File: src/rtl/bf_iteration_controller_pkg.sv
// Shared types for the Bellman-Ford iteration controller and its bench.
package bf_iteration_controller_pkg;

  typedef enum logic [2:0] {
    ST_IDLE    = 3'd0,
    ST_AGU_RST = 3'd1,
    ST_INIT    = 3'd2,
    ST_PRIME   = 3'd3,
    ST_RUN     = 3'd4,
    ST_DONE    = 3'd5
  } state_t;

endpackage

File: src/rtl/bf_phase_counter.sv
// Column phase counter: counts 0..PHASE_CYCLES-1 while enabled and raises the
// pre-rollover / rollover strobes, which are held low whenever it is disabled.
module bf_phase_counter #(
  parameter int PHASE_CYCLES = 4,
  localparam int PW = $clog2(PHASE_CYCLES)
) (
  input  logic clk,
  input  logic rst_global_n,
  input  logic en,
  input  logic clr,
  output logic pre_rollover,
  output logic rollover
);

  localparam logic [PW-1:0] LAST = PW'(PHASE_CYCLES - 1);
  localparam logic [PW-1:0] PRE  = PW'(PHASE_CYCLES - 2);

  logic [PW-1:0] phase_cnt;

  always_ff @(posedge clk) begin
    if (!rst_global_n || clr) begin
      phase_cnt <= '0;
    end else if (en) begin
      phase_cnt <= (phase_cnt == LAST) ? '0 : phase_cnt + PW'(1);
    end
  end

  assign pre_rollover = en && (phase_cnt == PRE);
  assign rollover     = en && (phase_cnt == LAST);

endmodule

File: src/rtl/bf_iteration_controller.sv
// Sequences one Bellman-Ford solve: AGU reset, distance-table init sweep, read
// prefetch, column phases, iteration counting, convergence exit and negative-cycle check.
module bf_iteration_controller
  import bf_iteration_controller_pkg::*;
#(
  parameter int NUM_COLUMNS  = 16,
  parameter int PHASE_CYCLES = 4,
  parameter int MAX_ITER     = 15,
  parameter int NEG_CHECK    = 1,
  localparam int ITER_W = $clog2(MAX_ITER + 2),
  localparam int COL_W  = $clog2(NUM_COLUMNS)
) (
  input  logic              clk,
  input  logic              rst_global_n,
  // Host handshake: start is a request honoured only in IDLE; done is a
  // single-cycle completion pulse, busy is high from acceptance until back in IDLE.
  input  logic              start,
  input  logic              abort,
  input  logic              relax_update,
  output logic              agu_rst,
  output logic              read_enable_cu,
  output logic              write_enable_cu,
  output logic              pre_rollover_phase_counter,
  output logic              rollover_phase_counter,
  output logic              init_we,
  output logic              busy,
  output logic              done,
  output logic              converged,
  output logic              neg_cycle,
  output logic [ITER_W-1:0] iter_count,
  output logic [COL_W-1:0]  col_index,
  output state_t            dbg_state
);

  localparam logic [COL_W-1:0]  COL_LAST = COL_W'(NUM_COLUMNS - 1);
  localparam logic [ITER_W-1:0] ITER_MAX = ITER_W'(MAX_ITER);

  state_t            state, state_nxt;
  logic              change_flag, check_pass;
  logic              pc_en, pc_clr, roll, pre_roll;
  logic              iter_end, change_now, finish, enter_check;
  logic [ITER_W-1:0] iter_inc;
  logic [COL_W-1:0]  col_wrap;

  bf_phase_counter #(.PHASE_CYCLES(PHASE_CYCLES)) u_phase (
    .clk          (clk),
    .rst_global_n (rst_global_n),
    .en           (pc_en),
    .clr          (pc_clr),
    .pre_rollover (pre_roll),
    .rollover     (roll)
  );

  assign pc_clr      = (state != ST_RUN);
  assign col_wrap    = (col_index == COL_LAST) ? '0 : col_index + COL_W'(1);
  assign iter_inc    = iter_count + ITER_W'(1);
  // The cycle that closes an iteration still counts its own relax_update.
  assign change_now  = change_flag | relax_update;
  assign enter_check = !check_pass && change_now && (iter_inc == ITER_MAX) && (NEG_CHECK != 0);
  assign finish      = check_pass || !change_now || ((iter_inc == ITER_MAX) && (NEG_CHECK == 0));

  always_comb begin
    state_nxt       = state;
    agu_rst         = 1'b0;
    read_enable_cu  = 1'b0;
    write_enable_cu = 1'b0;
    init_we         = 1'b0;
    pc_en           = 1'b0;
    iter_end        = 1'b0;
    case (state)
      ST_IDLE:    if (start) state_nxt = ST_AGU_RST;
      ST_AGU_RST: begin
        agu_rst   = 1'b1;
        state_nxt = ST_INIT;
      end
      ST_INIT: begin
        write_enable_cu = 1'b1;
        init_we         = 1'b1;
        if (col_index == COL_LAST) state_nxt = ST_PRIME;
      end
      ST_PRIME: begin
        read_enable_cu = 1'b1;
        state_nxt      = ST_RUN;
      end
      ST_RUN: begin
        pc_en          = 1'b1;
        read_enable_cu = roll;
        if (roll && (col_index == COL_LAST)) begin
          iter_end = 1'b1;
          if (finish) state_nxt = ST_DONE;
        end
      end
      ST_DONE:    state_nxt = ST_IDLE;
      default:    state_nxt = ST_IDLE;
    endcase
    // Abort overrides everything, including an iteration end in the same cycle.
    if (abort && (state != ST_IDLE)) begin
      state_nxt       = ST_IDLE;
      agu_rst         = 1'b1;
      read_enable_cu  = 1'b0;
      write_enable_cu = 1'b0;
      init_we         = 1'b0;
      pc_en           = 1'b0;
      iter_end        = 1'b0;
    end
  end

  always_ff @(posedge clk) begin
    if (!rst_global_n) begin
      state       <= ST_IDLE;
      col_index   <= '0;
      iter_count  <= '0;
      change_flag <= 1'b0;
      check_pass  <= 1'b0;
      converged   <= 1'b0;
      neg_cycle   <= 1'b0;
    end else begin
      state <= state_nxt;
      if ((state == ST_IDLE) && start) begin
        col_index   <= '0;
        iter_count  <= '0;
        change_flag <= 1'b0;
        check_pass  <= 1'b0;
        converged   <= 1'b0;
        neg_cycle   <= 1'b0;
      end
      if (write_enable_cu || (pc_en && roll)) col_index <= col_wrap;
      if (pc_en && relax_update) change_flag <= 1'b1;
      if (iter_end) begin
        iter_count  <= iter_inc;
        change_flag <= 1'b0;
        if (check_pass) begin
          neg_cycle <= change_now;
          converged <= !change_now;
        end else if (!change_now) begin
          converged <= 1'b1;
        end else if (enter_check) begin
          check_pass <= 1'b1;
        end
      end
    end
  end

  assign pre_rollover_phase_counter = pre_roll;
  assign rollover_phase_counter     = roll;
  assign busy      = (state != ST_IDLE);
  assign done      = (state == ST_DONE);
  assign dbg_state = state;

endmodule

File: config.mk
export PLATFORM = sky130hd
export DESIGN_NAME = bf_iteration_controller
export DESIGN_NICKNAME = d
export VERILOG_FILES = /design/src/rtl/bf_iteration_controller_pkg.sv /design/src/rtl/bf_phase_counter.sv /design/src/rtl/bf_iteration_controller.sv
export SDC_FILE = /design/constraint.sdc
export NUM_CORES = 1
export LEC_CHECK = 0
export ABC_AREA = 1
export CAP_MARGIN = 15
export CORE_MARGIN = 2
export CORE_UTILIZATION = 35
export DETAILED_ROUTE_END_ITERATION = 7
export DONT_BUFFER_PORTS = 1
export GPL_TIMING_DRIVEN = 0
export PLACE_DENSITY = 0.54
export SYNTH_ARGS = -nofsm -noshare
export SYNTH_HDL_FRONTEND = slang
export SYNTH_SLANG_ARGS = --single-unit
File: constraint.sdc
create_clock -name clk -period 3.27 [get_ports clk]
set_input_delay 0.4905 -clock clk [delete_from_list [all_inputs] [get_ports clk]]
set_output_delay 0.4905 -clock clk [all_outputs]
set_load 0.05 [all_outputs]
== After elaboration in Yosys (flattened, before gate mapping) ==
Index checks and enable logic that the tools add are counted.

* Bits in latches: 0
* Flip-flop bits (word level): 18
* Memories kept: 0
* RAM bits: 0
* ROM bits: 0
* Logic and storage cells: 86

* Equal/unequal tests: 14
* Div/mod/pow operators: 0
* Mux-type cells: 36
* Bitwise logic cells: 2
* $lt $le $gt $ge: 0
* $mul: 0
* Add/subtract/negate cells: 3
* Shifts and indexed selects: 0
* Reduce and logical (&&, ||, !) cells: 23

{| class="wikitable"
|+ Operators by type and width
! cell !! count
|-
| 1-bit two-way mux || 24
|-
| 3-bit one-hot mux with 5 select lines || 1
|-
| 3-bit two-way mux || 4
|-
| 4-bit two-way mux || 3
|-
| 5-bit two-way mux || 2
|-
| 1-bit logical AND || 9
|-
| 2-bit inequality test (second input constant) || 4
|-
| 3-bit by 2-bit == test with 1-bit output (second input constant) || 2
|-
| 3-bit == test (second input constant) || 2
|-
| 2-bit nonzero test || 3
|-
| 5-bit by 1-bit adder with 5-bit output (second input constant) || 1
|-
| 5-bit by 4-bit == test with 1-bit output (second input constant) || 1
|-
| 4-bit by 1-bit adder with 4-bit output (second input constant) || 1
|-
| 2-bit == test (second input constant) || 2
|-
| 4-bit == test (second input constant) || 1
|-
| 4-bit AND reduction || 1
|-
| 2-bit OR reduction || 2
|-
| 3-bit by 1-bit == test with 1-bit output (second input constant) || 1
|-
| 1-bit logical NOT || 3
|-
| 3-bit logical NOT || 1
|-
| 1-bit logical OR || 3
|-
| 3-bit inequality test (second input constant) || 1
|-
| 3-bit nonzero test || 1
|-
| 2-bit by 1-bit adder with 2-bit output (second input constant) || 1
|-
| other kinds (4) || 4
|}

== Longest topological paths before layout ==
* Word-level depth: 9
* Depth in mapped cells: 9

== Hierarchy ==
From an unflattened synthesis, not the netlist that was laid out.

* Cells, all modules: 150
* Area, all modules: 1083.5 um^2

{| class="wikitable"
|+ By module, submodules not included
! module !! cells an instance !! area an instance (um^2) !! times used
|-
| bf_iteration_controller || 131 || 958.4 || 1
|-
| bf_phase_counter || 19 || 125.1 || 1
|}

== Least setup slack after synthesis ==
No wires, ideal clock.

* Path kind: flip-flop to output port
* Start point: reg state[0], in the netlist dbg_state[0]
* End point: out done
* Path buffers: 0
* Cell stages (with the launch flop): 3
* Slack: 0.776 ns
* Arrival: 2.003 ns
* Cell sequence: dfxtp_1 -> inv_1 -> nor3_1

* Cells in the longest elaborated chain, start to end: 1

{| class="wikitable"
|+ Ends and longest elaborated chain
! what !! line !! RTL
|-
| start, declared || bf_iteration_controller.sv:38 || <nowiki>state_t state, state_nxt;</nowiki>
|-
| start signal, assigned || bf_iteration_controller.sv:118 || <nowiki>state <= state_nxt;</nowiki>
|-
| 3-bit == test || bf_iteration_controller.sv:147 || <nowiki>assign done = (state == ST_DONE);</nowiki>
|-
| end, declared || bf_iteration_controller.sv:27 || <nowiki>output logic done,</nowiki>
|}

No other way between the ends.

== Worst setup path after layout ==
* Start point: reg state[2], in the netlist dbg_state[2]
* End point: out read_enable_cu

* Cells in the longest elaborated chain, start to end: 6

{| class="wikitable"
|+ Ends and longest elaborated chain
! what !! line !! RTL
|-
| 3-bit == test or 3-bit nonzero test (tied branches) || bf_iteration_controller.sv:70, bf_iteration_controller.sv:97 ||
|-
| 1-bit two-way mux or 1-bit logical AND (tied branches) || bf_iteration_controller.sv:70, bf_iteration_controller.sv:97 ||
|-
| 1-bit two-way mux || bf_iteration_controller.sv:97 || <nowiki>if (abort && (state != ST_IDLE)) begin</nowiki>
|-
| 1-bit logical AND || bf_phase_counter.sv:29 || <nowiki>assign rollover = en && (phase_cnt == LAST);</nowiki>
|-
| 1-bit one-hot mux with 2 select lines || bf_iteration_controller.sv:70 || <nowiki>case (state)</nowiki>
|-
| 1-bit two-way mux * || bf_iteration_controller.sv:97 ||
|-
| end, declared || bf_iteration_controller.sv:21 || <nowiki>output logic read_enable_cu,</nowiki>
|}

Every way passes the cells marked *; elsewhere a longest branch is shown, timed or not.

==> out/results.ini <==
[placement]
dpl-instance-area_um2 = 1124
dp_cells = 187
gp_congestion = 0.7791
hpwl_mm = 1.840
portBuffers = 0
post-place-ws_ns = 0.7606

[finish]
final_common_cell = nand2_1
area_growth_pct = 7.916
multiInputGateArea_um2 = 604.3
final_cell_mix = nand2_1 (30), inv_1 (24), dfxtp_1 (18)
layout.nets = 169
insertedDiodeCount = 0
final_cells = 191
drive_gt1_share_pct = 10.76
layout.area.seq_um2 = 360.3
final_area_um2 = 1160
n_fill_cell = 341

[floorplan]
die_x_um = 59.42
io_pins = 27
core_um2 = 2978
die_area_um2 = 3530
start_util_pct = 36.09
rows = 20
die_h_um = 59.42

[logic_synthesis]
synthFlopType = dfxtp_1
synth_edf_count = 0
synth_area_leader_cell = dfxtp_1
synthTopCellsByArea = dfxtp_1 (34%), nand2_1 (10%), inv_1 (8.4%)
synth_cells = 153
synth_area_um2 = 1075
ys_seq_area_share_pct = 33.53
avgSynthCellArea_um2 = 7.025
synth-async-reset-ratio_pct = 0
ys_types = 28
yosys_register_bits = 18
yosys_warnings = 0
syn-num-nets = 163
netlist.area_leader.share_pct = 33.53

[cts]
cts-resized-gates = 0
postCtsHoldBufs = 0
post_cts_buffers = 0
cts-root-buf = clkbuf_4
clock-sinks = 18
htree_levels = 1
clk_pin_slew_ns = 0.11
clockBufferDepth = 2
cts_tree = built
cts-buffers-inserted = 3
worstSkewPairLatency_ns = 0.30

[critical_path]
crit_chain = nand4_4 -> a21oi_1
r2r_slack_ns = 0.99
slowest_delay_ns = 0.88
startpoint_type = flop
endpoint_kind = output port
ff2ff_path_depth = 5
worstPathMaxFanout = 7
critPathArrivalTime_ns = 2.36
crit_family = compound AO/OA/AOI/OAI gates
timing.critical_path.buf_inv = 0
slowest_stage = a21oi_1
critical_path_class = reg -> out
r2r-start = dbg_state[2]
regToRegEndpoint = iter_count[0]
worstPathRequired_ns = 2.78

[sta]
final.setup_skew_ns = 0.008528
rsz0062_at_grt = false
final.min_clock_period_ns = 2.846
fin_crit_sh_pct = 87.05
hold_viol_final = 0
slew_headroom_pct = 31.22
layout_setup_ws_ns = 0.4235
tightestPinTransition_ns = 1.035
fin_tns_setup_ns = 0
finalSetupViolCount = 0
fmax_mhz = 351.3
slew_viol_final = 0

[grt]
use_met2_pct = 24.96
grt_pass1_wl_mm = 4.064
antenna_found_initial = 0
grt_pass1_vias = 969
top_usage_layer = met2
grtUsageMet1_pct = 18.33
use_met3_pct = 3.930
grt_start_max_net_pins = 11
gr-total-overflow = 0
grt_util_all_layers_pct = 15.19

[worst_hold_path]
hold_path_end = col_index[2]
worst_hold_path_type = in -> reg
worstHoldPathCells = 2
hp-start = rst_global_n

[route]
drtPass1Iterations = 4
drt_wl_total_mm = 2.384
vias_per_cell = 5.335
drtIter0Drc = 65
drcViolationCount = 0
vias = 1019
ant_nets = 0
avgRoutedWirePerCell_um = 12.48

[power]
p_per_area_nw_per_um2 = 604.5
irDropWorstVdd_mv = 0.2058
p_leak_nw = 0.5062

[flow_run]
drv_cap = 0

[outcome]
outcome = complete, no violations

-- flip-flops by register name, indices dropped and copies added (netlist names) --
signal and flops:
u_phase.phase_cnt 2, converged 1, check_pass 1, col_index 4, change_flag 1, dbg_state 3, iter_count 5, neg_cycle 1
-- metal layers --
metal | routed length, um | up-vias
li1 | - | 520
met1 | 1083 | 469
met5 | 0 | -
met3 | 137 | 5
met2 | 1122 | 25
met4 | 40 | 0
-- synthesized netlist by cell type, types with 2 or more instances --
master	instances
a21oi_1	16
a31oi_1	2
dfxtp_1	18
ha_1	5
inv_1	24
nand2_1	30
nand3_1	15
nand3_2	2
nand4_1	6
nor2_1	14
nor2_8	2
o21ai_0	3
-- how the worst max path moves through the flow --
stage | start | to | cells after the start
2_1_floorplan | dbg_state[0] | done | 2
4_1_cts | dbg_state[2] | read_enable_cu | 2
5_1_grt | dbg_state[2] | read_enable_cu | 2
3_5_place_dp | dbg_state[2] | read_enable_cu | 2
6_report | dbg_state[2] | read_enable_cu | 2
3_3_place_gp | dbg_state[0] | done | 2
-- cell families after synthesis --
logic type,after synthesis,share of synthesized area (%)
AND/OR/NAND/NOR,76,36.91
AO/OA/AOI/OAI,26,13.50
adder cells (fa/ha/maj),5,5.821
flip-flops,18,33.53
buffers and inverters,28,10.24
-- per-stage QoR --
stage	util (%)	total power [mW]	hold slack [ns]
CTS	38.95	0.7083	0.3141
floorplan	-	0.5315	0.4518
global placement	37.48	0.5651	0.4738
global route	38.95	0.7433	0.3121
finish	38.95	0.7012	0.3184
detailed placement	37.73	0.5683	0.4774
-- cell type report --
class / count / area share [%]
Multi-Input combinational cell: 107 / 52.10
Sequential cell: 18 / 31.07
Inverter: 25 / 8.091
Tap cell: 33 / 3.560
Clock buffer: 4 / 3.128
Buffer: 3 / 1.402
Timing Repair Buffer: 1 / 0.6473
-- worst register-to-register path, stage by stage (launching register included) --
cell and delay [ns]:
dfxtp_1 0.84, nand3_2 0.22, nor2_2 0.56, nand2_1 0.32
a21oi_1 0.21, nor2_1 0.05
-- report_power, final --
group          switching [mW]  internal, mW  total [mW]
clock network          0.0720        0.0680       0.140
logic                   0.188        0.0582       0.246
registers              0.0821         0.233       0.315
Power figures use the tool's default switching activity.
